**src/rtl/parity_frame_rx_if.sv**
```systemverilog
// Serial-in / parallel-out bundle for the parity frame receiver.
// The master drives the serial bits and the slave (receiver) returns the word and status.
interface parity_frame_rx_if #(
  parameter int DATA_W = 8
);
  logic              din;
  logic              din_valid;
  logic [DATA_W-1:0] data_out;
  logic              out_valid;
  logic              parity_err;
  logic              frame_err;
  logic              busy;

  modport master (
    output din, din_valid,
    input  data_out, out_valid, parity_err, frame_err, busy
  );

  modport slave (
    input  din, din_valid,
    output data_out, out_valid, parity_err, frame_err, busy
  );
endinterface

```
**src/rtl/parity_frame_rx.sv**
```systemverilog
// Receives start / DATA_W data bits (LSB first) / parity / stop frames on strobed serial input.
// It checks the running-XOR parity and the stop bit, then presents the word with error flags.
module parity_frame_rx #(
  parameter int DATA_W = 8,
  parameter bit ODD    = 1'b0
) (
  input  logic           clk,
  input  logic           rst,
  parity_frame_rx_if.slave bus
);
  localparam int CNT_W = (DATA_W > 1) ? $clog2(DATA_W) : 1;

  typedef enum logic [1:0] {IDLE, DATA, PAR, STOP} state_t;

  state_t              state_reg, state_next;
  logic [DATA_W-1:0]   shift_reg, shift_next;
  logic [CNT_W-1:0]    cnt_reg, cnt_next;
  logic                par_reg, par_next;
  logic [DATA_W-1:0]   data_reg, data_next;
  logic                perr_reg, perr_next;
  logic                ferr_reg, ferr_next;
  logic                valid_reg, valid_next;
  logic                busy_reg, busy_next;

  always_ff @(posedge clk or posedge rst) begin
    if (rst) begin
      state_reg <= IDLE;
      shift_reg <= '0;
      cnt_reg   <= '0;
      par_reg   <= 1'b0;
      data_reg  <= '0;
      perr_reg  <= 1'b0;
      ferr_reg  <= 1'b0;
      valid_reg <= 1'b0;
      busy_reg  <= 1'b0;
    end else begin
      state_reg <= state_next;
      shift_reg <= shift_next;
      cnt_reg   <= cnt_next;
      par_reg   <= par_next;
      data_reg  <= data_next;
      perr_reg  <= perr_next;
      ferr_reg  <= ferr_next;
      valid_reg <= valid_next;
      busy_reg  <= busy_next;
    end
  end

  always_comb begin
    state_next = state_reg;
    shift_next = shift_reg;
    cnt_next   = cnt_reg;
    par_next   = par_reg;
    data_next  = data_reg;
    perr_next  = perr_reg;
    ferr_next  = ferr_reg;
    valid_next = 1'b0;

    if (bus.din_valid) begin
      case (state_reg)
        IDLE: begin
          if (!bus.din) begin
            state_next = DATA;
            cnt_next   = '0;
            par_next   = 1'b0;
          end
        end
        DATA: begin
          // Right shift with MSB insertion leaves the first-received bit at bit 0.
          shift_next             = shift_reg >> 1;
          shift_next[DATA_W-1]   = bus.din;
          par_next               = par_reg ^ bus.din;
          cnt_next               = cnt_reg + 1'b1;
          if (cnt_reg == CNT_W'(DATA_W - 1)) begin
            state_next = PAR;
          end
        end
        PAR: begin
          par_next   = par_reg ^ bus.din;
          state_next = STOP;
        end
        STOP: begin
          data_next  = shift_reg;
          perr_next  = (par_reg != ODD);
          ferr_next  = ~bus.din;
          valid_next = 1'b1;
          state_next = IDLE;
        end
        default: state_next = IDLE;
      endcase
    end

    busy_next = (state_next != IDLE);
  end

  assign bus.data_out   = data_reg;
  assign bus.out_valid  = valid_reg;
  assign bus.parity_err = perr_reg;
  assign bus.frame_err  = ferr_reg;
  assign bus.busy       = busy_reg;
endmodule

```
**src/flat_wrapper.sv**
```systemverilog
// flat-port wrapper written by rule: the top's interface ports become plain ports
module parity_frame_rx_flat 
#(
  parameter int DATA_W = 8,
  parameter bit ODD    = 1'b0
)
  (clk, rst, bus_din, bus_din_valid, bus_data_out, bus_out_valid, bus_parity_err, bus_frame_err, bus_busy);
  parity_frame_rx_if #(.DATA_W(DATA_W)) bus_i ();
  input  logic clk;
  input  logic rst;
  input wire logic [$bits(bus_i.din)-1:0] bus_din;
  input wire logic [$bits(bus_i.din_valid)-1:0] bus_din_valid;
  output wire logic [$bits(bus_i.data_out)-1:0] bus_data_out;
  output wire logic [$bits(bus_i.out_valid)-1:0] bus_out_valid;
  output wire logic [$bits(bus_i.parity_err)-1:0] bus_parity_err;
  output wire logic [$bits(bus_i.frame_err)-1:0] bus_frame_err;
  output wire logic [$bits(bus_i.busy)-1:0] bus_busy;
  assign bus_i.din = bus_din;
  assign bus_i.din_valid = bus_din_valid;
  assign bus_data_out = bus_i.data_out;
  assign bus_out_valid = bus_i.out_valid;
  assign bus_parity_err = bus_i.parity_err;
  assign bus_frame_err = bus_i.frame_err;
  assign bus_busy = bus_i.busy;
  parity_frame_rx #(.DATA_W(DATA_W), .ODD(ODD)) u_core (.clk(clk), .rst(rst), .bus(bus_i));
endmodule
```
**config.mk**
```make
export PLATFORM = sky130hd
export DESIGN_NAME = parity_frame_rx_flat
export DESIGN_NICKNAME = d
export VERILOG_FILES = /design/src/rtl/parity_frame_rx_if.sv /design/src/rtl/parity_frame_rx.sv /design/src/flat_wrapper.sv
export SDC_FILE = /design/constraint.sdc
export NUM_CORES = 1
export LEC_CHECK = 0
export CELL_PAD_IN_SITES_DETAIL_PLACEMENT = 1
export CELL_PAD_IN_SITES_GLOBAL_PLACEMENT = 1
export CORE_MARGIN = 2
export CORE_UTILIZATION = 35
export CTS_BUF_LIST = sky130_fd_sc_hd__clkbuf_2
export DETAILED_ROUTE_END_ITERATION = 8
export GPL_ROUTABILITY_DRIVEN = 0
export PLACE_DENSITY = 0.74
export SLEW_MARGIN = 0
export SYNTH_ARGS = -nofsm -noshare
export SYNTH_HDL_FRONTEND = slang
export SYNTH_SLANG_ARGS = --single-unit
```
**constraint.sdc**
```tcl
create_clock -name clk -period 1.8 [get_ports clk]
set_clock_uncertainty 0.1 [all_clocks]
set_input_delay 0.18 -clock clk [delete_from_list [all_inputs] [get_ports clk]]
set_output_delay 0.18 -clock clk [all_outputs]
set_load 0.01 [all_outputs]
```
==> run_summary.xml <==
<?xml version="1.0" encoding="UTF-8"?>
<metrics>
  <group name="status">
    <metric name="status" unit="">finished clean</metric>
  </group>
  <group name="timing">
    <metric name="timing.final.setup_violations" unit="">0</metric>
    <metric name="fin_tns_setup" unit="ps">0</metric>
    <metric name="timing_hold_violations_final" unit="">0</metric>
    <metric name="report.final.slew_viol_count" unit="">0</metric>
    <metric name="fmax" unit="GHz">0.623</metric>
    <metric name="worst_slack" unit="ps">196</metric>
    <metric name="period_share" unit="">0.891</metric>
    <metric name="worst_pin_slew" unit="ps">348</metric>
    <metric name="finalWorstPathRequiredPeriod" unit="ps">1600</metric>
    <metric name="headroom_to_the_max_slew_limit" unit="">0.767</metric>
    <metric name="grt_setup_unrepaired" unit="">false</metric>
  </group>
  <group name="logic_synthesis">
    <metric name="synthCells" unit="">79</metric>
    <metric name="synth-seq-cells" unit="">26</metric>
    <metric name="synth.area.top_cells" unit="">sky130_fd_sc_hd__dfrtp_1 (57%), sky130_fd_sc_hd__mux2_2 (9.8%), sky130_fd_sc_hd__mux2_4 (9.2%), sky130_fd_sc_hd__ha_1 (6.6%), sky130_fd_sc_hd__a32o_1 (1.8%)</metric>
    <metric name="yosys.area.top_type" unit="">sky130_fd_sc_hd__dfrtp_1</metric>
    <metric name="synth.avg_cell_area" unit="um^2">14.5</metric>
    <metric name="synth_cell_types" unit="">24</metric>
    <metric name="seq_area_frac_synth" unit="">0.569</metric>
    <metric name="synth_fp_nets" unit="">89</metric>
    <metric name="syn_area" unit="um^2">1140</metric>
    <metric name="synth_top_area_share" unit="">0.569</metric>
    <metric name="synth.yosys.warnings" unit="">0</metric>
  </group>
  <group name="critical_path">
    <metric name="critical_path_required" unit="ps">1520</metric>
    <metric name="startpoint_type" unit="">flop</metric>
    <metric name="worst-path-max-fanout" unit="">2</metric>
    <metric name="criticalPathCategory" unit="">reg -&gt; out</metric>
    <metric name="crit_slowest_cell" unit="">sky130_fd_sc_hd__clkdlybuf4s50_1</metric>
    <metric name="max_stage_delay" unit="ps">550</metric>
    <metric name="worst_ep_arrival_time" unit="ps">1320</metric>
    <metric name="timing.critical_path.cells" unit="">clkdlybuf4s50_1</metric>
    <metric name="path_buf_inv" unit="">1</metric>
    <metric name="setup_crit_end_kind" unit="">output pin</metric>
    <metric name="cp_top_family" unit="">buffers and inverters</metric>
  </group>
  <group name="clock_tree">
    <metric name="cts_post_setup_buffers_inserted" unit="">0</metric>
    <metric name="clock_tree.root_cell" unit="">sky130_fd_sc_hd__clkbuf_2</metric>
    <metric name="cts.repair.resized" unit="">0</metric>
    <metric name="h-tree-depth" unit="">1</metric>
    <metric name="clock_tree_from_tritoncts" unit="">built</metric>
    <metric name="clkSlewWorstSetupHoldPaths" unit="ps">240</metric>
    <metric name="clk_latency" unit="ps">340</metric>
    <metric name="clock-sinks" unit="">26</metric>
    <metric name="number_of_buffers_inserted_for_hold_repair_after_clock_tree_synthesis" unit="">0</metric>
    <metric name="cts_inserted_buffers" unit="">3</metric>
    <metric name="cts_max_path_buffers" unit="">2</metric>
  </group>
  <group name="worst_hold_path">
    <metric name="hold_path_class" unit="">in -&gt; async</metric>
  </group>
  <group name="run">
    <metric name="timing.max_cap.violations" unit="">0</metric>
  </group>
  <group name="floorplan">
    <metric name="dieHeight" unit="um">61.2</metric>
    <metric name="floorplan.die_area" unit="um^2">3740</metric>
    <metric name="floorplan.initialDensity" unit="">0.372</metric>
    <metric name="core-area" unit="um^2">3080</metric>
    <metric name="std_cell_rows" unit="">20</metric>
    <metric name="die_x" unit="um">61.2</metric>
    <metric name="pin_count" unit="">16</metric>
  </group>
  <group name="cells_and_area">
    <metric name="fillerInstances" unit="">319</metric>
    <metric name="layout.cells.most_common_list" unit="">sky130_fd_sc_hd__dfrtp_1 (26), sky130_fd_sc_hd__clkdlybuf4s50_1 (15), sky130_fd_sc_hd__mux2_2 (10)</metric>
    <metric name="drive_gt1_frac" unit="">0.286</metric>
    <metric name="mostFrequentLayoutCell" unit="">sky130_fd_sc_hd__dfrtp_1</metric>
    <metric name="design.final.nets" unit="">109</metric>
    <metric name="syn_to_final_growth" unit="%">21.8</metric>
    <metric name="n_antenna_cell" unit="">0</metric>
  </group>
  <group name="pwr">
    <metric name="p_seq_frac" unit="">0.434</metric>
    <metric name="power.combinational.fraction" unit="">0.418</metric>
    <metric name="pwr-share-clk" unit="">0.148</metric>
    <metric name="total_switching_power" unit="W">0.000771</metric>
    <metric name="cellLeakagePower" unit="nW">0.663</metric>
    <metric name="swShare" unit="">0.317</metric>
    <metric name="p_per_area" unit="nW/um^2">1750</metric>
    <metric name="power_report.internal_total" unit="W">0.00166</metric>
    <metric name="vdd_drop_max" unit="V">0.000722</metric>
  </group>
  <group name="drt">
    <metric name="route.vias.total" unit="">659</metric>
    <metric name="drt_iter0_markers" unit="">8</metric>
    <metric name="vias_cell" unit="">4.64</metric>
    <metric name="first_drt_pass_iteration_count" unit="">4</metric>
    <metric name="wl_per_cell" unit="um">14.5</metric>
    <metric name="drt_drc_violations_left" unit="">0</metric>
    <metric name="total_routed_wirelength" unit="mm">2.05</metric>
    <metric name="ant_nets" unit="">0</metric>
  </group>
  <group name="global_routing">
    <metric name="globalRouteTotalUtil" unit="">0.129</metric>
    <metric name="grt_antenna_before_repair" unit="">0</metric>
    <metric name="wire_length_of_the_first_global_routing_pass" unit="mm">3.54</metric>
    <metric name="grt.overflow.total" unit="">0</metric>
    <metric name="number_of_global_route_vias_before_repair" unit="">754</metric>
    <metric name="grt_start_max_net_pins" unit="">27</metric>
  </group>
  <group name="place">
    <metric name="post-place-ws" unit="ps">138</metric>
    <metric name="numPortBuffers" unit="">15</metric>
    <metric name="place.detailed.hpwl" unit="mm">1.51</metric>
  </group>
</metrics>
-- layer usage --
layer,up-vias,track usage,wire [um]
li1,322,-,-
met1,327,0.172,950
met2,8,0.219,1040
met3,2,0.0189,52
met4,0,0.0373,8
met5,-,0,0
-- power by group through the flow --
stage / combinational, W / clock, W / sequential [W]
after floorplan: 0.000598 / 0 / 0.00107
after global placement: 0.000973 / 0 / 0.00106
after detailed placement: 0.00102 / 0 / 0.00108
after CTS: 0.00103 / 0.000369 / 0.00106
after global routing: 0.00112 / 0.000400 / 0.00110
final: 0.00102 / 0.000360 / 0.00106
-- cell usage after synthesis --
cell and n:
sky130_fd_sc_hd__buf_6 1, sky130_fd_sc_hd__and3_2 1, sky130_fd_sc_hd__nand4_1 1, sky130_fd_sc_hd__dfrtp_1 26
sky130_fd_sc_hd__ha_1 6, sky130_fd_sc_hd__mux2_2 10, sky130_fd_sc_hd__nand2_1 3, sky130_fd_sc_hd__a211oi_1 1
sky130_fd_sc_hd__nand2b_1 2, sky130_fd_sc_hd__a21boi_4 1, sky130_fd_sc_hd__a21oi_1 1, sky130_fd_sc_hd__a32o_1 2
sky130_fd_sc_hd__a21o_1 1, sky130_fd_sc_hd__nand2_2 2, sky130_fd_sc_hd__o22ai_1 2, sky130_fd_sc_hd__o21ai_2 1
sky130_fd_sc_hd__o21a_1 1, sky130_fd_sc_hd__o21ai_0 1, sky130_fd_sc_hd__nand3b_1 1, sky130_fd_sc_hd__mux2_4 7
sky130_fd_sc_hd__nand3_1 1, sky130_fd_sc_hd__o31ai_1 1, sky130_fd_sc_hd__inv_1 5, sky130_fd_sc_hd__o21bai_1 1
-- worst paths after layout --
kind / endpoint / from / cells past startpoint / slack [ps]
setup / recovery: bus_data_out[7] / u_core.bus.data_out[7]$_DFFE_PP0P_ / 1 / 200
hold / removal: u_core.bus.data_out[1]$_DFFE_PP0P_ / rst / 3 / 40
setup reg to reg: u_core.bus.busy$_DFF_PP0_ / u_core.state_reg[0]$_DFF_PP0_ / 5 / 220
hold reg to reg: u_core.bus.frame_err$_DFFE_PP0P_ / u_core.bus.frame_err$_DFFE_PP0P_ / 2 / 430
max in group asynchronous: u_core.shift_reg[6]$_DFFE_PP0P_ / rst / 3 / 1320
min in group clk: u_core.bus.frame_err$_DFFE_PP0P_ / u_core.bus.frame_err$_DFFE_PP0P_ / 2 / 430
-- cell type report --
class                   count  area [um^2]  share of cell area
clock buffers               3         15.0              0.0108
clock inverters             1         30.0              0.0216
inverters                   5         18.8              0.0135
multi-input cells          47          465               0.334
flip-flops and latches     26          651               0.467
well taps                  44         55.1              0.0395
repair buffers             16          158               0.113
-- kinds of logic (layout without fill, tap and decap cells) --
family,Yosys count,count (layout),share of synthesized area
simple gates,11,11,0.0547
mux,17,17,0.190
compound gates,13,13,0.0941
fa+ha+maj,6,6,0.0656
buf+inv,6,25,0.0263
flops,26,26,0.569
-- per-stage QoR --
| step | util | total power [W] | cell area, um^2 | cells | hold slack [ps] |
|---|---|---|---|---|---|
| after CTS | 0.452 | 0.00246 | 1390 | 142 | 41.0 |
| after detailed placement | 0.437 | 0.00210 | 1350 | 138 | 381 |
| after global placement | 0.437 | 0.00203 | 1350 | 138 | 383 |
| final | 0.452 | 0.00243 | 1390 | 142 | 41.3 |
| after floorplan | - | 0.00167 | 1140 | 79 | 120 |
| after global routing | 0.452 | 0.00262 | 1390 | 142 | 49.0 |
(Power assumes the default switching activity.)
